`src/rtl/digit_serial_adder.sv`:
```
// Digit-serial adder/subtractor: adds DIGIT bits per cycle, LSB slice first,
// with a valid/ready handshake on both the operand and result sides.
module digit_serial_adder #(
    parameter int WIDTH = 16,
    parameter int DIGIT = 4
) (
    input  logic             clk,
    input  logic             rst_n,
    input  logic             in_valid,
    output logic             in_ready,
    input  logic [WIDTH-1:0] x,
    input  logic [WIDTH-1:0] y,
    input  logic             cin,
    input  logic             sub,
    output logic             out_valid,
    input  logic             out_ready,
    output logic [WIDTH-1:0] s,
    output logic             cout,
    output logic             ovf
);

    localparam int NDIG = WIDTH / DIGIT;
    localparam int CW   = (NDIG > 1) ? $clog2(NDIG) : 1;

    if (WIDTH < 2 || DIGIT < 1 || (WIDTH % DIGIT) != 0) begin : g_param_err
        $error("digit_serial_adder: WIDTH must be >= 2 and a multiple of DIGIT");
    end

    typedef enum logic [1:0] {
        IDLE,
        CALC,
        DONE
    } state_t;

    state_t           state_q, state_d;
    logic [CW-1:0]    cnt_q, cnt_d;
    logic             carry_q, carry_d;
    logic [WIDTH-1:0] x_q, x_d;
    logic [WIDTH-1:0] b_q, b_d;
    logic [WIDTH-1:0] s_q, s_d;
    logic             cout_q, cout_d;
    logic             ovf_q, ovf_d;

    logic [DIGIT-1:0] xs;
    logic [DIGIT-1:0] bs;
    logic [DIGIT:0]   sum;
    logic             last;

    // Select the active slice with constant part-selects to keep indexing static.
    always_comb begin
        xs = '0;
        bs = '0;
        for (int i = 0; i < NDIG; i++) begin
            if (cnt_q == CW'(i)) begin
                xs = x_q[i*DIGIT +: DIGIT];
                bs = b_q[i*DIGIT +: DIGIT];
            end
        end
        sum  = {1'b0, xs} + {1'b0, bs} + {{DIGIT{1'b0}}, carry_q};
        last = (cnt_q == CW'(NDIG - 1));
    end

    always_comb begin
        state_d = state_q;
        cnt_d   = cnt_q;
        carry_d = carry_q;
        x_d     = x_q;
        b_d     = b_q;
        s_d     = s_q;
        cout_d  = cout_q;
        ovf_d   = ovf_q;
        unique case (state_q)
            IDLE: begin
                if (in_valid) begin
                    // Subtraction is x + ~y + ~cin, so the borrow-in is inverted too.
                    x_d     = x;
                    b_d     = sub ? ~y : y;
                    carry_d = cin ^ sub;
                    cnt_d   = '0;
                    state_d = CALC;
                end
            end
            CALC: begin
                for (int i = 0; i < NDIG; i++) begin
                    if (cnt_q == CW'(i)) begin
                        s_d[i*DIGIT +: DIGIT] = sum[DIGIT-1:0];
                    end
                end
                carry_d = sum[DIGIT];
                cnt_d   = cnt_q + 1'b1;
                if (last) begin
                    cnt_d   = '0;
                    cout_d  = sum[DIGIT];
                    ovf_d   = (x_q[WIDTH-1] == b_q[WIDTH-1]) &&
                              (sum[DIGIT-1] != x_q[WIDTH-1]);
                    state_d = DONE;
                end
            end
            DONE: begin
                if (out_ready) begin
                    state_d = IDLE;
                end
            end
            default: begin
                state_d = IDLE;
            end
        endcase
    end

    always_ff @(posedge clk) begin
        if (!rst_n) begin
            state_q <= IDLE;
            cnt_q   <= '0;
            carry_q <= 1'b0;
            x_q     <= '0;
            b_q     <= '0;
            s_q     <= '0;
            cout_q  <= 1'b0;
            ovf_q   <= 1'b0;
        end else begin
            state_q <= state_d;
            cnt_q   <= cnt_d;
            carry_q <= carry_d;
            x_q     <= x_d;
            b_q     <= b_d;
            s_q     <= s_d;
            cout_q  <= cout_d;
            ovf_q   <= ovf_d;
        end
    end

    assign in_ready  = (state_q == IDLE);
    assign out_valid = (state_q == DONE);
    assign s         = s_q;
    assign cout      = cout_q;
    assign ovf       = ovf_q;

endmodule

```
`config.mk`:
```
export PLATFORM = sky130hd
export DESIGN_NAME = digit_serial_adder
export DESIGN_NICKNAME = d
export VERILOG_FILES = /design/src/rtl/digit_serial_adder.sv
export SDC_FILE = /design/constraint.sdc
export NUM_CORES = 1
export LEC_CHECK = 0
export BUFFER_PORTS_ARGS = -buffer_cell sky130_fd_sc_hd__buf_2
export CAP_MARGIN = 20
export CORE_MARGIN = 8
export CORE_UTILIZATION = 48
export CTS_CLUSTER_DIAMETER = 30
export DETAILED_ROUTE_END_ITERATION = 8
export GPL_TIMING_DRIVEN = 0
export PLACE_DENSITY = 0.83
export SLEW_MARGIN = 20
export SYNTH_ARGS = -nofsm -noshare
export SYNTH_HDL_FRONTEND = slang
export SYNTH_SLANG_ARGS = --single-unit
```
`constraint.sdc`:
```
create_clock -name clk -period 2.5 [get_ports clk]
set_input_delay 0.25 -clock clk [delete_from_list [all_inputs] [get_ports clk]]
set_output_delay 0.25 -clock clk [all_outputs]
set_load 0.02 [all_outputs]
```
==> results by group, run 1 <==
Placement
  – # port buffers: 56
  – Placer Congestion: 0.837
  – Placed cell count: 441
  – Dpl ws: -0.450 ns
  – Area after DPL: 0.00301 mm^2
  – DP HPWL: 4770 um

Clocking
  – CTS Hold Bufs: 0
  – Deepest level of the CTS H-tree: 2
  – CTS tree: yes
  – Num CTS Buffers: 5
  – Clk sinks: 55
  – CTS Root Cell: clkbuf_8
  – Clk buf depth: 2
  – Clock-pin slew on the worst setup and hold paths: 0.09 ns
  – Clk Latency, worst-skew pair: 0.30 ns

Synthesis
  – Area leader, netlist: dfxtp_1
  – EDFF count, synth: 0
  – Combinational family with the most area after synthesis: simple AND/OR/NAND/NOR gates
  – Yosys warns: 0
  – Mapped Cells: 313
  – Sequential share of the synthesized area: 0.421
  – Flops & latches, synth: 55
  – Syn_nets: 360
  – XOR/XNOR Fraction of Synth Area: 0.0603
  – Most used DFF post-synth: dfxtp_1
  – Post-synth top area share: 0.421
  – Adder-Cell Fraction of Synth Area: 0.0488
  – Post-synthesis mux area share: 0.0191
  – Yosys cell types: 35
  – Area contributors post-synth: dfxtp_1 42%, nand2_1 7.7%, a211oi_1 6.9%
  – Post-Syn Area: 0.00262 mm^2
  – Simple-gate portion of the synthesized area: 0.198
  – Syn_area_per_cell: 8.36 um^2
  – Complex-gate fraction of the synthesized area: 0.191
  – FFs w/ async S/R, synth: 0

Global routing
  – Initial antenna violation count: 0
  – First-pass GRT wire length: 10900 um
  – Pin count of the biggest net entering global routing: 17
  – Vias in the first global route: 2376
  – All-Layer GR Usage: 0.159
  – Grt ovf: 0

STA
  – RSZ-0062 raised after global routing: true
  – Setup WS post-layout: -0.162 ns
  – Peak Freq: 0.376 GHz
  – Tcrit/Tclk final: 1.06
  – Skew final: 0.00629 ns
  – Hold Vio Cnt, Final: 0
  – Post-layout min period: 2.66 ns
  – TNS Setup: -0.559 ns
  – Final Max Tran Viols: 0
  – Slew headroom: 0.640
  – Final setup vio count: 8
  – Least-Margin Pin Slew: 0.540 ns

Routing
  – Residual DRC: 0
  – First drt pass iteration count: 6
  – Vias/cell: 5.24
  – Drt total wl: 6580 um
  – ANT nets after route: 0
  – DR vias: 2383
  – DR WL/cell: 14.5 um
  – Iteration-0 DRC count of the detailed router: 144

Power
  – Pwr Density: 554 mW/mm^2
  – VDD IR max: 0.275 mV
  – Leak: 0.00135 uW

Floorplan
  – Die Area: 0.00807 mm^2
  – Boundary Pins: 58
  – Num rows: 27
  – Initial Utilization: 0.487
  – Chip width: 89.8 um
  – Core area: 0.00537 mm^2
  – Die height: 89.8 um

Cells and area
  – Antenna diodes: 0
  – Share of cells above drive strength 1: 0.298
  – Final Util: 0.617
  – Fin area: 0.00331 mm^2
  – Most frequent cells in the layout: 60 x buf_2, 54 x nand2_1, 53 x dfxtp_1
  – Fin cells: 455
  – Leading cell type in the layout, fill and taps excluded: buf_2
  – Layout Nets: 429
  – P&R area growth vs syn: 26.6%

Hold path
  – Hold WC Path Type: in -> reg

Run
  – Max-Cap Viols: 0

Critical path
  – Crit Path Category: reg -> reg
  – CP required: 2.67 ns
  – Crit path DAT: 2.83 ns
  – Crit-path max FO: 8
  – Critical Path Sink Type: flop
  – CP startpoint kind: flop

Status
  – Status: finished with violations
  – Violated checks: negative setup slack
[kinds of logic after synthesis]
kind of cell    count (synthesis)
compound gates                 81
xor+xnor                       18
fa+ha+maj                       9
buf+inv                        31
flops                          55
mux                             5
simple gates                  114
[critical path: stages (launching register included)]
cell	delay [ns]
dfxtp_4	0.37
inv_4	0.05
ha_4	0.19
clkbuf_16	0.16
a221oi_4	0.30
nor3_2	0.07
a21oi_2	0.15
fa_2	0.27
inv_2	0.04
fa_2	0.34
a21o_2	0.22
a21oi_4	0.15
nand2b_4	0.14
a31oi_1	0.07
[registers in the layout, summed over array words and instances, names as in the netlist]
register	flops
b_q	16
carry_q	1
cnt_q	2
cout	1
ovf	1
s	16
state_q	2
x_q	16
[metrics by stage]
stage               power [uW]  hold WS [ns]
global placement          1300         0.441
global route              1920         0.184
finish                    1840         0.174
floorplan                 1200         0.386
detailed placement        1310         0.451
CTS                       1830         0.172
[final cells by class]
cell class,count,area [um^2]
Tap cell,72,90.1
Sequential cell,55,1110
Clock buffer,7,86.3
Multi-Input combinational cell,227,1480
Inverter,7,28.8
Clock inverter,1,8.76
Buffer,22,168
Fill cell,464,2060
Timing Repair Buffer,64,347
[timing repair]
| item | CTS | global route |
|---|---|---|
| resized for setup | 23 | 14 |
| pin swaps | 4 | 2 |
| cloned | 2 | 0 |
| buffers inserted | 4 | 2 |
| endpoints found under the setup margin | 15 | 15 |
[path summary, 6_finish.rpt]
path	depth (start not counted)	end	from	slack, ns
setup / recovery	13	carry_q	cnt_q[1]	-0.16
hold reg to reg	2	x_q[11]	x_q[11]	0.46
setup reg to reg	13	carry_q	cnt_q[1]	-0.16
hold / removal	3	x_q[4]	x[4]	0.17
[synth_stat cells, types with 4 or more instances]
cell type / number
dfxtp_1: 55
nand2_1: 54
a21oi_1: 34
nor2_1: 33
a211oi_1: 24
xnor2_1: 18
clkbuf_1: 12
o21ai_0: 8
ha_1: 7
inv_1: 7
nand3b_1: 7
buf_4: 5
mux2i_1: 5
nor2b_1: 5
buf_2: 4
o22ai_1: 4
[where the power goes]
part,internal (uW),leakage [uW],switching [uW]
Clock,227,0.0000484,273
Sequential,924,0.000452,31.7
Combinational,175,0.000846,205
[layer usage]
metal	global-route usage	vias up	share of wire	routed length (um)
met5	0	-	0	0
met4	0.0550	0	0.016	103
met3	0.0441	10	0.071	466
met2	0.280	80	0.49	3250
met1	0.180	1096	0.42	2760
li1	-	1197	-	-
(Power assumes the default switching activity.)
==> inputs of run 2 (changes only) <==
--- a/config.mk
+++ b/config.mk
@@ -8,11 +8,12 @@
 export BUFFER_PORTS_ARGS = -buffer_cell sky130_fd_sc_hd__buf_2
 export CAP_MARGIN = 20
 export CORE_MARGIN = 8
-export CORE_UTILIZATION = 48
+export CORE_UTILIZATION = 54
 export CTS_CLUSTER_DIAMETER = 30
 export DETAILED_ROUTE_END_ITERATION = 8
 export GPL_TIMING_DRIVEN = 0
-export PLACE_DENSITY = 0.83
+export HOLD_SLACK_MARGIN = 0.15
+export PLACE_DENSITY = 0.88
 export SLEW_MARGIN = 20
 export SYNTH_ARGS = -nofsm -noshare
 export SYNTH_HDL_FRONTEND = slang
==> constraint.sdc (replaced) <==
create_clock -name clk -period 2.7 [get_ports clk]
set_input_delay 0.27 -clock clk [delete_from_list [all_inputs] [get_ports clk]]
set_output_delay 0.27 -clock clk [all_outputs]
set_load 0.02 [all_outputs]
==> run 2 against run 1 <==
- the flow now finishes without violations
- maximum frequency down 1.2%
- combinational power decreased by 6.6%
- via count rose by 0.76%
- power down 2.1%
- largest cell class unchanged
- first-iteration DRC count shrank 28%
- cell count is 3.7% lower
- count of clock-buffer cells in the layout down 1
- clock power rose by 12%
- die area down 9.2%
- highest routed layer unchanged
==> results by group, run 2 (synthesized netlist as in run 1, its figures left out) <==
Status
  – Status: finished clean

Cells and area
  – Area of the multi-input gates: 0.00147 mm^2
  – Layout Nets: 430
  – P&R area growth vs syn: 27.1%
  – Most frequent cells in the layout: 60 x buf_2, 54 x nand2_1, 53 x dfxtp_1
  – Fill count: 364
  – Register area: 0.00111 mm^2
  – Leading cell type in the layout, fill and taps excluded: buf_2
  – Antenna diodes: 0
  – Share of cells above drive strength 1: 0.302
  – Fin area: 0.00333 mm^2

STA
  – Post-layout min period: 2.70 ns
  – Skew final: 0.00950 ns
  – Peak Freq: 0.371 GHz
  – TNS Setup: 0 ns
  – Hold Slack: 0.184 ns
  – Final setup vio count: 0
  – Least-Margin Pin Slew: 0.576 ns
  – Setup WS post-layout: 0.00490 ns
  – Slew headroom: 0.616
  – Final Max Tran Viols: 0
  – Hold Vio Cnt, Final: 0
  – RSZ-0062 raised after global routing: true
  – Tcrit/Tclk final: 0.998

Critical path
  – Crit-path max FO: 10
  – Worst reg-to-reg setup slack: 0.005 ns
  – CP startpoint kind: flop
  – Crit Path Category: reg -> reg
  – Crit path DAT: 2.93 ns
  – Critical Path Sink Type: flop
  – CP required: 2.94 ns

Placement
  – Area after DPL: 0.00296 mm^2
  – Dpl ws: -0.358 ns
  – DP HPWL: 4730 um
  – Placer Congestion: 0.826
  – # port buffers: 56

Hold path
  – Hold WC Path Type: in -> reg

Routing
  – Residual DRC: 0
  – Iteration-0 DRC count of the detailed router: 103
  – First drt pass iteration count: 5
  – DR WL/cell: 15.3 um
  – DR vias: 2401
  – ANT nets after route: 0
  – Vias/cell: 5.48
  – Drt total wl: 6700 um

Global routing
  – Vias in the first global route: 2344
  – Grt ovf: 0
  – First-pass GRT wire length: 10500 um
  – Initial antenna violation count: 0
  – All-Layer GR Usage: 0.173
  – Pin count of the biggest net entering global routing: 17

Clocking
  – Clk Latency, worst-skew pair: 0.31 ns
  – CTS Root Cell: clkbuf_8
  – CTS tree: yes
  – Clk sinks: 55
  – CTS Hold Bufs: 0
  – Clk buf depth: 2
  – Deepest level of the CTS H-tree: 2
  – Num CTS Buffers: 5
  – Clock-pin slew on the worst setup and hold paths: 0.10 ns

Power
  – Pwr Total: 1800 uW
  – VDD IR max: 0.346 mV
  – Leak: 0.00136 uW
  – Pwr Density: 540 mW/mm^2

Floorplan
  – Die Area: 0.00733 mm^2
  – Initial Utilization: 0.558
  – Boundary Pins: 58
  – Num rows: 25
  – Core area: 0.00469 mm^2
  – Die height: 85.6 um
  – Chip width: 85.6 um

Run
  – Max-Cap Viols: 0
## run 2: per-stage QoR
step,cells,util
2_1_floorplan,313,-
3_3_place_gp,423,0.632
3_5_place_dp,423,0.632
4_1_cts,430,0.670
5_1_grt,438,0.709
6_report,438,0.709
## run 2: timing repair
action,in CTS,in global routing
resized for setup,19,26
setup endpoints to repair,15,8
buffers inserted,2,7
cloned,0,1
pin swaps,1,11
## run 2: path summary, 6_finish.rpt
check             startpoint     end  cells after the start
setup / recovery    cnt_q[1]     ovf                     11
hold / removal          x[5]  x_q[5]                      3
setup reg to reg    cnt_q[1]     ovf                     11
hold reg to reg       x_q[0]  x_q[0]                      2
## run 2: worst max-delay path, stage by stage, from the launching register on
cell and delay, ns:
dfxtp_4 0.38, buf_4 0.12, ha_4 0.21, clkbuf_4 0.24, a21oi_1 0.06, a21oi_1 0.16
o21ai_0 0.11, ha_1 0.36, a21oi_1 0.21, a21boi_1 0.13, or4_1 0.47, a31oi_1 0.17
## run 2: area by class of cell
type | count | share of cell area
flip-flops and latches | 55 | 0.333
plain buffers | 21 | 0.0425
inverters | 7 | 0.00941
clock inverters | 2 | 0.0105
multi-input cells | 227 | 0.441
repair buffers | 66 | 0.118
clock buffers | 6 | 0.0248
well taps | 54 | 0.0203
## run 2: report_power, final
part           total (uW)  internal (uW)  switching, uW
Combinational         355            166            189
Clock                 558            300            258
Sequential            885            855           29.6
## run 2: per-layer routing
metal  track usage  vias to the layer above  wire [um]
met5             0                        -          0
met4        0.0510                        0         93
met3        0.0554                       11        390
met2         0.322                       72       3350
met1         0.181                     1120       2870
li1              -                     1198          -
